File: src/rtl/ddma_pkg.sv
// ddma_pkg -- shared FSM state codes, router port enum and header field positions (rev 1.0)
`default_nettype none

package ddma_pkg;

    typedef logic [2:0] ddma_state_t;

    localparam ddma_state_t S_HEADER = 3'd0;
    localparam ddma_state_t S_SIZE   = 3'd1;
    localparam ddma_state_t S_ADDR   = 3'd2;
    localparam ddma_state_t S_DATA   = 3'd3;
    localparam ddma_state_t S_DROP   = 3'd4;

    typedef enum logic [2:0] {
        PORT_EAST  = 3'd0,
        PORT_WEST  = 3'd1,
        PORT_NORTH = 3'd2,
        PORT_SOUTH = 3'd3,
        PORT_LOCAL = 3'd4
    } e_port;

    // Destination router address occupies the low half of the header flit
    localparam int HDR_DEST_LSB = 0;

endpackage

`default_nettype wire

File: src/rtl/ddma_rx_fifo.sv
// ddma_rx_fifo -- power-of-two flit FIFO with push/pop/full/empty and occupancy (rev 1.0)
`default_nettype none

module ddma_rx_fifo #(
    parameter int FLIT_WIDTH   = 32,
    parameter int BUFFER_DEPTH = 4
) (
    input  logic                          clock,
    input  logic                          reset,
    input  logic                          push,
    input  logic [FLIT_WIDTH-1:0]         wdata,
    input  logic                          pop,
    output logic [FLIT_WIDTH-1:0]         rdata,
    output logic                          full,
    output logic                          empty,
    output logic [$clog2(BUFFER_DEPTH):0] count
);

    localparam int            AW    = $clog2(BUFFER_DEPTH);
    localparam logic [AW:0]   PTR_1 = (AW+1)'(1);

    logic [FLIT_WIDTH-1:0] mem [BUFFER_DEPTH];
    logic [AW:0]           wptr;
    logic [AW:0]           rptr;
    logic                  do_push;
    logic                  do_pop;

    assign do_push = push && !full;
    assign do_pop  = pop && !empty;
    assign count   = wptr - rptr;
    assign empty   = (wptr == rptr);
    // Extra pointer bit distinguishes full from empty when the indices match
    assign full    = (wptr[AW] != rptr[AW]) && (wptr[AW-1:0] == rptr[AW-1:0]);
    assign rdata   = mem[rptr[AW-1:0]];

    always_ff @(posedge clock) begin
        if (do_push) begin
            mem[wptr[AW-1:0]] <= wdata;
        end
    end

    always_ff @(posedge clock or negedge reset) begin
        if (!reset) begin
            wptr <= '0;
            rptr <= '0;
        end else begin
            if (do_push) begin
                wptr <= wptr + PTR_1;
            end
            if (do_pop) begin
                rptr <= rptr + PTR_1;
            end
        end
    end

endmodule

`default_nettype wire

File: src/rtl/ddma_noc_rx.sv
// ddma_noc_rx -- NoC receive DMA: buffers LOCAL-port flits and writes packet payloads to memory (rev 1.0)
// Optional packet counter on rx_count_o enabled by macro DDMA_NOC_RX_STATS_EN.
`default_nettype none

module ddma_noc_rx
    import ddma_pkg::*;
#(
    parameter int FLIT_WIDTH       = 32,
    parameter int MEMORY_BUS_WIDTH = 32,
    parameter int MEMORY_SIZE      = 'h8000,
    parameter int MEMORY_BASE      = 0,
    parameter int ADDRESS          = 0,
    parameter int BUFFER_DEPTH     = 4
) (
    input  logic                        clock,
    input  logic                        reset,
    input  logic                        rx,
    input  logic [FLIT_WIDTH-1:0]       data_i,
    output logic                        credit_o,
    output logic                        mem_wr_o,
    output logic [31:0]                 mem_addr_o,
    output logic [MEMORY_BUS_WIDTH-1:0] mem_data_o,
    input  logic                        mem_busy_i,
    output logic                        pkt_done_o,
    output logic                        pkt_err_o,
    output logic [15:0]                 rx_count_o
);

    localparam int                    CW         = $clog2(BUFFER_DEPTH) + 1;
    localparam int                    HALF       = FLIT_WIDTH / 2;
    localparam int                    BUS_BYTES  = MEMORY_BUS_WIDTH / 8;
    localparam logic [HALF-1:0]       MY_ADDR    = HALF'(ADDRESS);
    localparam logic [CW-1:0]         DEPTH_C    = CW'(BUFFER_DEPTH);
    localparam logic [CW-1:0]         CNT_1      = CW'(1);
    localparam logic [FLIT_WIDTH-1:0] REM_1      = FLIT_WIDTH'(1);
    localparam logic [31:0]           BASE_C     = 32'(MEMORY_BASE);
    localparam logic [31:0]           STEP_C     = 32'(BUS_BYTES);
    localparam logic [31:0]           ALIGN_MASK = 32'(BUS_BYTES - 1);
    localparam logic [63:0]           STEP_64    = 64'(BUS_BYTES);
    localparam logic [63:0]           LIMIT_C    = 64'(MEMORY_BASE) + 64'(MEMORY_SIZE);

    ddma_state_t                 state;
    logic                        drop;
    logic [FLIT_WIDTH-1:0]       remain;
    logic [31:0]                 cur_addr;
    logic                        wr_pend;
    logic                        done_pend;

    logic                        push;
    logic                        pop;
    logic                        fifo_full;
    logic                        fifo_empty;
    logic [CW-1:0]               fifo_count;
    logic [CW-1:0]               count_next;
    logic [FLIT_WIDTH-1:0]       flit;
    logic [HALF-1:0]             dest;
    logic [31:0]                 addr_flit;
    logic [MEMORY_BUS_WIDTH-1:0] data_flit;
    logic [63:0]                 end_addr;
    logic                        below_base;
    logic                        bad;

    ddma_rx_fifo #(
        .FLIT_WIDTH   (FLIT_WIDTH),
        .BUFFER_DEPTH (BUFFER_DEPTH)
    ) u_fifo (
        .clock (clock),
        .reset (reset),
        .push  (push),
        .wdata (data_i),
        .pop   (pop),
        .rdata (flit),
        .full  (fifo_full),
        .empty (fifo_empty),
        .count (fifo_count)
    );

    assign push = rx && credit_o && !fifo_full;
    assign pop  = !fifo_empty && !mem_busy_i;

    // Credit is registered from the next occupancy so it never over-promises space
    always_comb begin
        count_next = fifo_count;
        if (push && !pop) begin
            count_next = fifo_count + CNT_1;
        end else if (pop && !push) begin
            count_next = fifo_count - CNT_1;
        end
    end

    assign dest      = flit[HDR_DEST_LSB +: HALF];
    assign addr_flit = 32'(flit);
    assign data_flit = MEMORY_BUS_WIDTH'(flit);
    assign end_addr  = {32'd0, addr_flit} + (64'(remain) * STEP_64);

    if (MEMORY_BASE == 0) begin : g_base_zero
        assign below_base = 1'b0;
    end else begin : g_base_nonzero
        assign below_base = (addr_flit < BASE_C);
    end

    assign bad = drop || below_base || ((addr_flit & ALIGN_MASK) != 32'd0) || (end_addr > LIMIT_C);

    always_ff @(posedge clock or negedge reset) begin
        if (!reset) begin
            state      <= S_HEADER;
            drop       <= 1'b0;
            remain     <= '0;
            cur_addr   <= '0;
            credit_o   <= 1'b0;
            wr_pend    <= 1'b0;
            done_pend  <= 1'b0;
            pkt_err_o  <= 1'b0;
            mem_addr_o <= '0;
            mem_data_o <= '0;
        end else begin
            credit_o  <= (count_next != DEPTH_C);
            pkt_err_o <= 1'b0;
            // A pending write is held across a stall and retired once busy drops
            if (!mem_busy_i) begin
                wr_pend   <= 1'b0;
                done_pend <= 1'b0;
            end
            if (pop) begin
                case (state)
                    S_HEADER: begin
                        drop  <= (dest != MY_ADDR);
                        state <= S_SIZE;
                    end
                    S_SIZE: begin
                        if (flit == '0) begin
                            pkt_err_o <= 1'b1;
                            state     <= S_HEADER;
                        end else begin
                            remain <= flit - REM_1;
                            state  <= S_ADDR;
                        end
                    end
                    S_ADDR: begin
                        cur_addr <= addr_flit;
                        if (remain == '0) begin
                            pkt_err_o <= bad;
                            state     <= S_HEADER;
                        end else if (bad) begin
                            state <= S_DROP;
                        end else begin
                            state <= S_DATA;
                        end
                    end
                    S_DATA: begin
                        wr_pend    <= 1'b1;
                        mem_addr_o <= cur_addr;
                        mem_data_o <= data_flit;
                        cur_addr   <= cur_addr + STEP_C;
                        remain     <= remain - REM_1;
                        if (remain == REM_1) begin
                            done_pend <= 1'b1;
                            state     <= S_HEADER;
                        end
                    end
                    S_DROP: begin
                        remain <= remain - REM_1;
                        if (remain == REM_1) begin
                            pkt_err_o <= 1'b1;
                            state     <= S_HEADER;
                        end
                    end
                    default: state <= S_HEADER;
                endcase
            end
        end
    end

    assign mem_wr_o   = wr_pend && !mem_busy_i;
    assign pkt_done_o = done_pend && !mem_busy_i;

`ifdef DDMA_NOC_RX_STATS_EN
    logic [15:0] pkt_count;

    always_ff @(posedge clock or negedge reset) begin
        if (!reset) begin
            pkt_count <= '0;
        end else if (pkt_done_o && (pkt_count != 16'hFFFF)) begin
            pkt_count <= pkt_count + 16'd1;
        end
    end

    assign rx_count_o = pkt_count;
`else
    assign rx_count_o = 16'd0;
`endif

endmodule

`default_nettype wire

File: config.mk
export PLATFORM = sky130hd
export DESIGN_NAME = ddma_noc_rx
export DESIGN_NICKNAME = d
export VERILOG_FILES = /design/src/rtl/ddma_pkg.sv /design/src/rtl/ddma_rx_fifo.sv /design/src/rtl/ddma_noc_rx.sv
export SDC_FILE = /design/constraint.sdc
export NUM_CORES = 1
export LEC_CHECK = 0
export ABC_AREA = 1
export CAP_MARGIN = 20
export CORE_AREA = 2 2 218 220
export DETAILED_ROUTE_END_ITERATION = 10
export DIE_AREA = 0 0 220 222
export PLACE_DENSITY = 0.49
export RECOVER_POWER = 50
export SETUP_SLACK_MARGIN = 0.3
export SLEW_MARGIN = 20
export SYNTH_ARGS = -nofsm -noshare
export SYNTH_HDL_FRONTEND = slang
export SYNTH_SLANG_ARGS = --single-unit
File: constraint.sdc
create_clock -name clock -period 5.5 [get_ports clock]
set_clock_uncertainty 0.15 [all_clocks]
set_input_delay 1.1 -clock clock [delete_from_list [all_inputs] [get_ports clock]]
set_output_delay 1.1 -clock clock [all_outputs]
set_load 0.005 [all_outputs]
==> reports/qor.txt <==
Residual DRC: 0
Reg2Reg Depth: 22
Yosys reg bits: 270
minimum clock period: 4480 ps
Req. time, crit path: 5860 ps
area grow syn2layout: 16.4%
Max-slew headroom: -55.6%
outcome: finished, violations left
Slew Limit Fails: 77
net switching power: 6.51 mW
HP Class: reg2reg
max_cap viols: 2
Storage cell area: 7400 sq um
Slew @ Worst Pin: 2330 ps
failing checks: capacitance limit, slew limit
H-tree levels: 1
Fmax: 223 MHz
initial cell density of the core: 34.7%
antenna violations before repair: 1
die height: 222 microns
share of cells above drive strength 1: 8.33%
gp weighted congestion: 0.898
final number of setup-violating endpoints: 0
worst-path cell chain: inv_1 > nand3_1 > nand2_1 > inv_1 > ha_1 > fa_1 > nand2_1 > nand2_1 > nand3_1 > nand2_1 > nand2_1 > nand3_1 > nand2_1 > nand2_1 > inv_1 > nor2_1 > nand3_1 > nor2_1 > nand4_1 > nand2_1 > nand2_1 > nand2_1
Syn Std Cell Area: 16100 sq um
clock-pin slew on the worst setup and hold paths: 60 ps
global route overflow: 0
vias after detailed routing: 13500
number of global-route vias before repair: 13000
Worst R2R Start: u_fifo.rptr[1]
Max stage delay on crit path: 730 ps
critical path's slowest cell: dfrtp_1
TritonCTS clock tree: built
Final Hold Fails: 0
cell internal pwr: 6.52 mW
cts hold-fix bufs: 0
Cells after Synth: 2024
# rows: 79
root buf cell: clkbuf_16
Lkg Pwr: 8.55 nW
largest net degree at the start of global routing: 125
Sw Share: 50.0%
final WL: 49800 microns
Wirelength per Cell: 18.0 microns
EDFF count, synth: 128
Layout Nets: 2207
multi-input logic area: 7230 sq um
worst-case clock buffer depth: 3
CTS buffer count: 31
combinational fraction of design power: 58.1%
fin crit share: 81.5%
Crit Path Max Fanout: 14
first-pass GRT wire length: 77600 microns
Synth Flop Type: dfrtp_1
RSZ-0062 raised after global routing: false
Clk pwr share: 15.9%
hold_ws: 319 ps
Synth top area share: 23.9%
register area share after synthesis: 46.0%
leading area contributor after synthesis: edfxtp_1
delay-heaviest family, CP: simple AND/OR/NAND/NOR gates
DR vias/cell: 4.90
Crit Path Category: reg2reg
I/O pins: 120
worst path bufs/invs: 3
total core area: 46300 sq um
Clock Latency Late Sink: 570 ps
GRT Util Overall: 20.4%
most frequent CP cell: nand2_1
CTS Sinks: 270
Post-DRT Antenna Nets: 0
Setup crit start kind: register
critical path data arrival time: 4840 ps
dpl hpwl: 36900 microns
die area: 48800 sq um
setup repair bufs after CTS: 0
most common library cell in the layout ignoring fill and taps: nand2_1
Peak VDD IR: 0.000348 V
critical path capture point type: register
PwrDens: 697 nW/um^2
Iter 0 DRT Violations: 1042
commonest non-fill, non-tap cells in the layout: nand2_1, inv_1, nor2_1, o21ai_0, dfrtp_1
Hold EP: mem_addr_o[31]
Fin Setup TNS: 0 ps
Synth cell types: 60
DP Cell Count: 2698
Layout fillers: 4823
WHS Path Cells: 2
PostCTS Resize Cnt: 0
Finished Layout Cells: 2758
startpoint of the worst hold path: mem_addr_o[31]
drt first pass iters: 5
register-to-register setup slack: 1020 ps
die width: 220 microns
Avg Inst Size Synth: 7.94 sq um
Overall Power: 13.0 mW
final core occ: 40.4%
reg-to-reg endpoint: state[1]
Synth area leaders: edfxtp_1, dfrtp_1, nand2_1
Ys Warns: 0
sequential fraction of design power: 26.0%
ys async rst share: 52.6%
number of port buffers: 103
worst reg2reg max path, delay by kind of cell (launching register included):
family | cells | cell delay (ps)
buf+inv | 3 | 790
simple gates | 17 | 2110
fa+ha+maj | 2 | 630
flops | 1 | 730
power groups by stage:
| stage | clock network (mW) | registers, mW | logic, mW |
|---|---|---|---|
| after detailed placement | 0 | 3.42 | 7.56 |
| final | 2.07 | 3.39 | 7.56 |
| after floorplan | 0 | 3.25 | 5.07 |
| after global placement | 0 | 3.43 | 7.51 |
| after global routing | 2.21 | 3.48 | 8.50 |
| after CTS | 2.13 | 3.39 | 7.60 |
cell usage after synthesis (3+ instances only):
cell / number
nand4_1: 21
o211ai_1: 5
ha_1: 44
buf_1: 3
nor2_4: 4
buf_6: 17
o22ai_1: 5
nor4_1: 9
nor2_1: 152
o21ai_1: 38
o211ai_2: 6
xnor2_1: 8
nor3_1: 25
dfrtp_1: 142
clkbuf_1: 26
and2_1: 3
o21ai_2: 14
buf_2: 8
nand2_1: 584
inv_2: 9
nand3_1: 115
o21ai_0: 144
nand3_2: 6
edfxtp_1: 128
o21bai_1: 3
buf_4: 21
nand2_2: 36
nor2_2: 6
a21oi_2: 6
inv_1: 264
a31oi_1: 4
xor2_1: 48
a21oi_1: 81
o221ai_1: 3
nand3b_1: 4
through the flow:
stage | setup WS (ps) | cell area (sq um)
6_report | 1020 | 18700
3_5_place_dp | 1390 | 17700
3_3_place_gp | 1430 | 17700
2_1_floorplan | 2150 | 16100
4_1_cts | 1370 | 18700
5_1_grt | 478 | 18700
worst max path at each step:
stage              startpoint          endpoint  slack [ps]  depth (start not counted)
2_1_floorplan  u_fifo.rptr[1]  u_fifo.mem[3][0]        2150                          7
3_3_place_gp   u_fifo.rptr[1]         pkt_err_o        1430                         20
3_5_place_dp   u_fifo.rptr[1]          state[1]        1390                         21
4_1_cts        u_fifo.rptr[1]          state[1]        1370                         21
5_1_grt        u_fifo.rptr[1]          state[1]         480                         24
6_report       u_fifo.rptr[1]          state[1]        1020                         22
flip-flops by register name, summed over array words and instances, names as in the netlist:
signal       cells
state            3
u_fifo.mem     128
u_fifo.rptr      3
wr_pend          1
u_fifo.wptr      3
mem_data_o      32
remain          32
done_pend        1
pkt_err_o        1
drop             1
credit_o         1
mem_addr_o      32
cur_addr        32
layer usage:
layer | part of all wire [%] | up-vias | GRT usage [%]
met5 | 0 | - | 0
met4 | 2.3 | 0 | 5.35
met2 | 46 | 314 | 32.5
met3 | 4.0 | 64 | 2.22
li1 | - | 6765 | -
met1 | 48 | 6368 | 29.5
layout make-up:
type,instances,area share [%]
Multi-Input combinational cell,1418,38.6
Tap cell,607,4.06
Timing Repair Buffer,128,6.74
Inverter,276,5.56
Sequential cell,270,39.6
Clock buffer,44,4.62
Clock inverter,13,0.796
Antenna cell,2,0.0268
kinds of logic after synthesis:
| logic type | count (synthesis) | synth area share, % |
|---|---|---|
| muxes | 1 | 0.0623 |
| AOI/OAI and AO/OA | 324 | 11.6 |
| DFF | 270 | 46.0 |
| and+or+nand+nor | 975 | 26.0 |
| xor gates and xnor gates | 56 | 3.05 |
| other | 1 | 0.0233 |
| buffers and inverters | 351 | 9.56 |
| adders and majority gates | 46 | 3.68 |
Power figures use the tool's default switching activity.
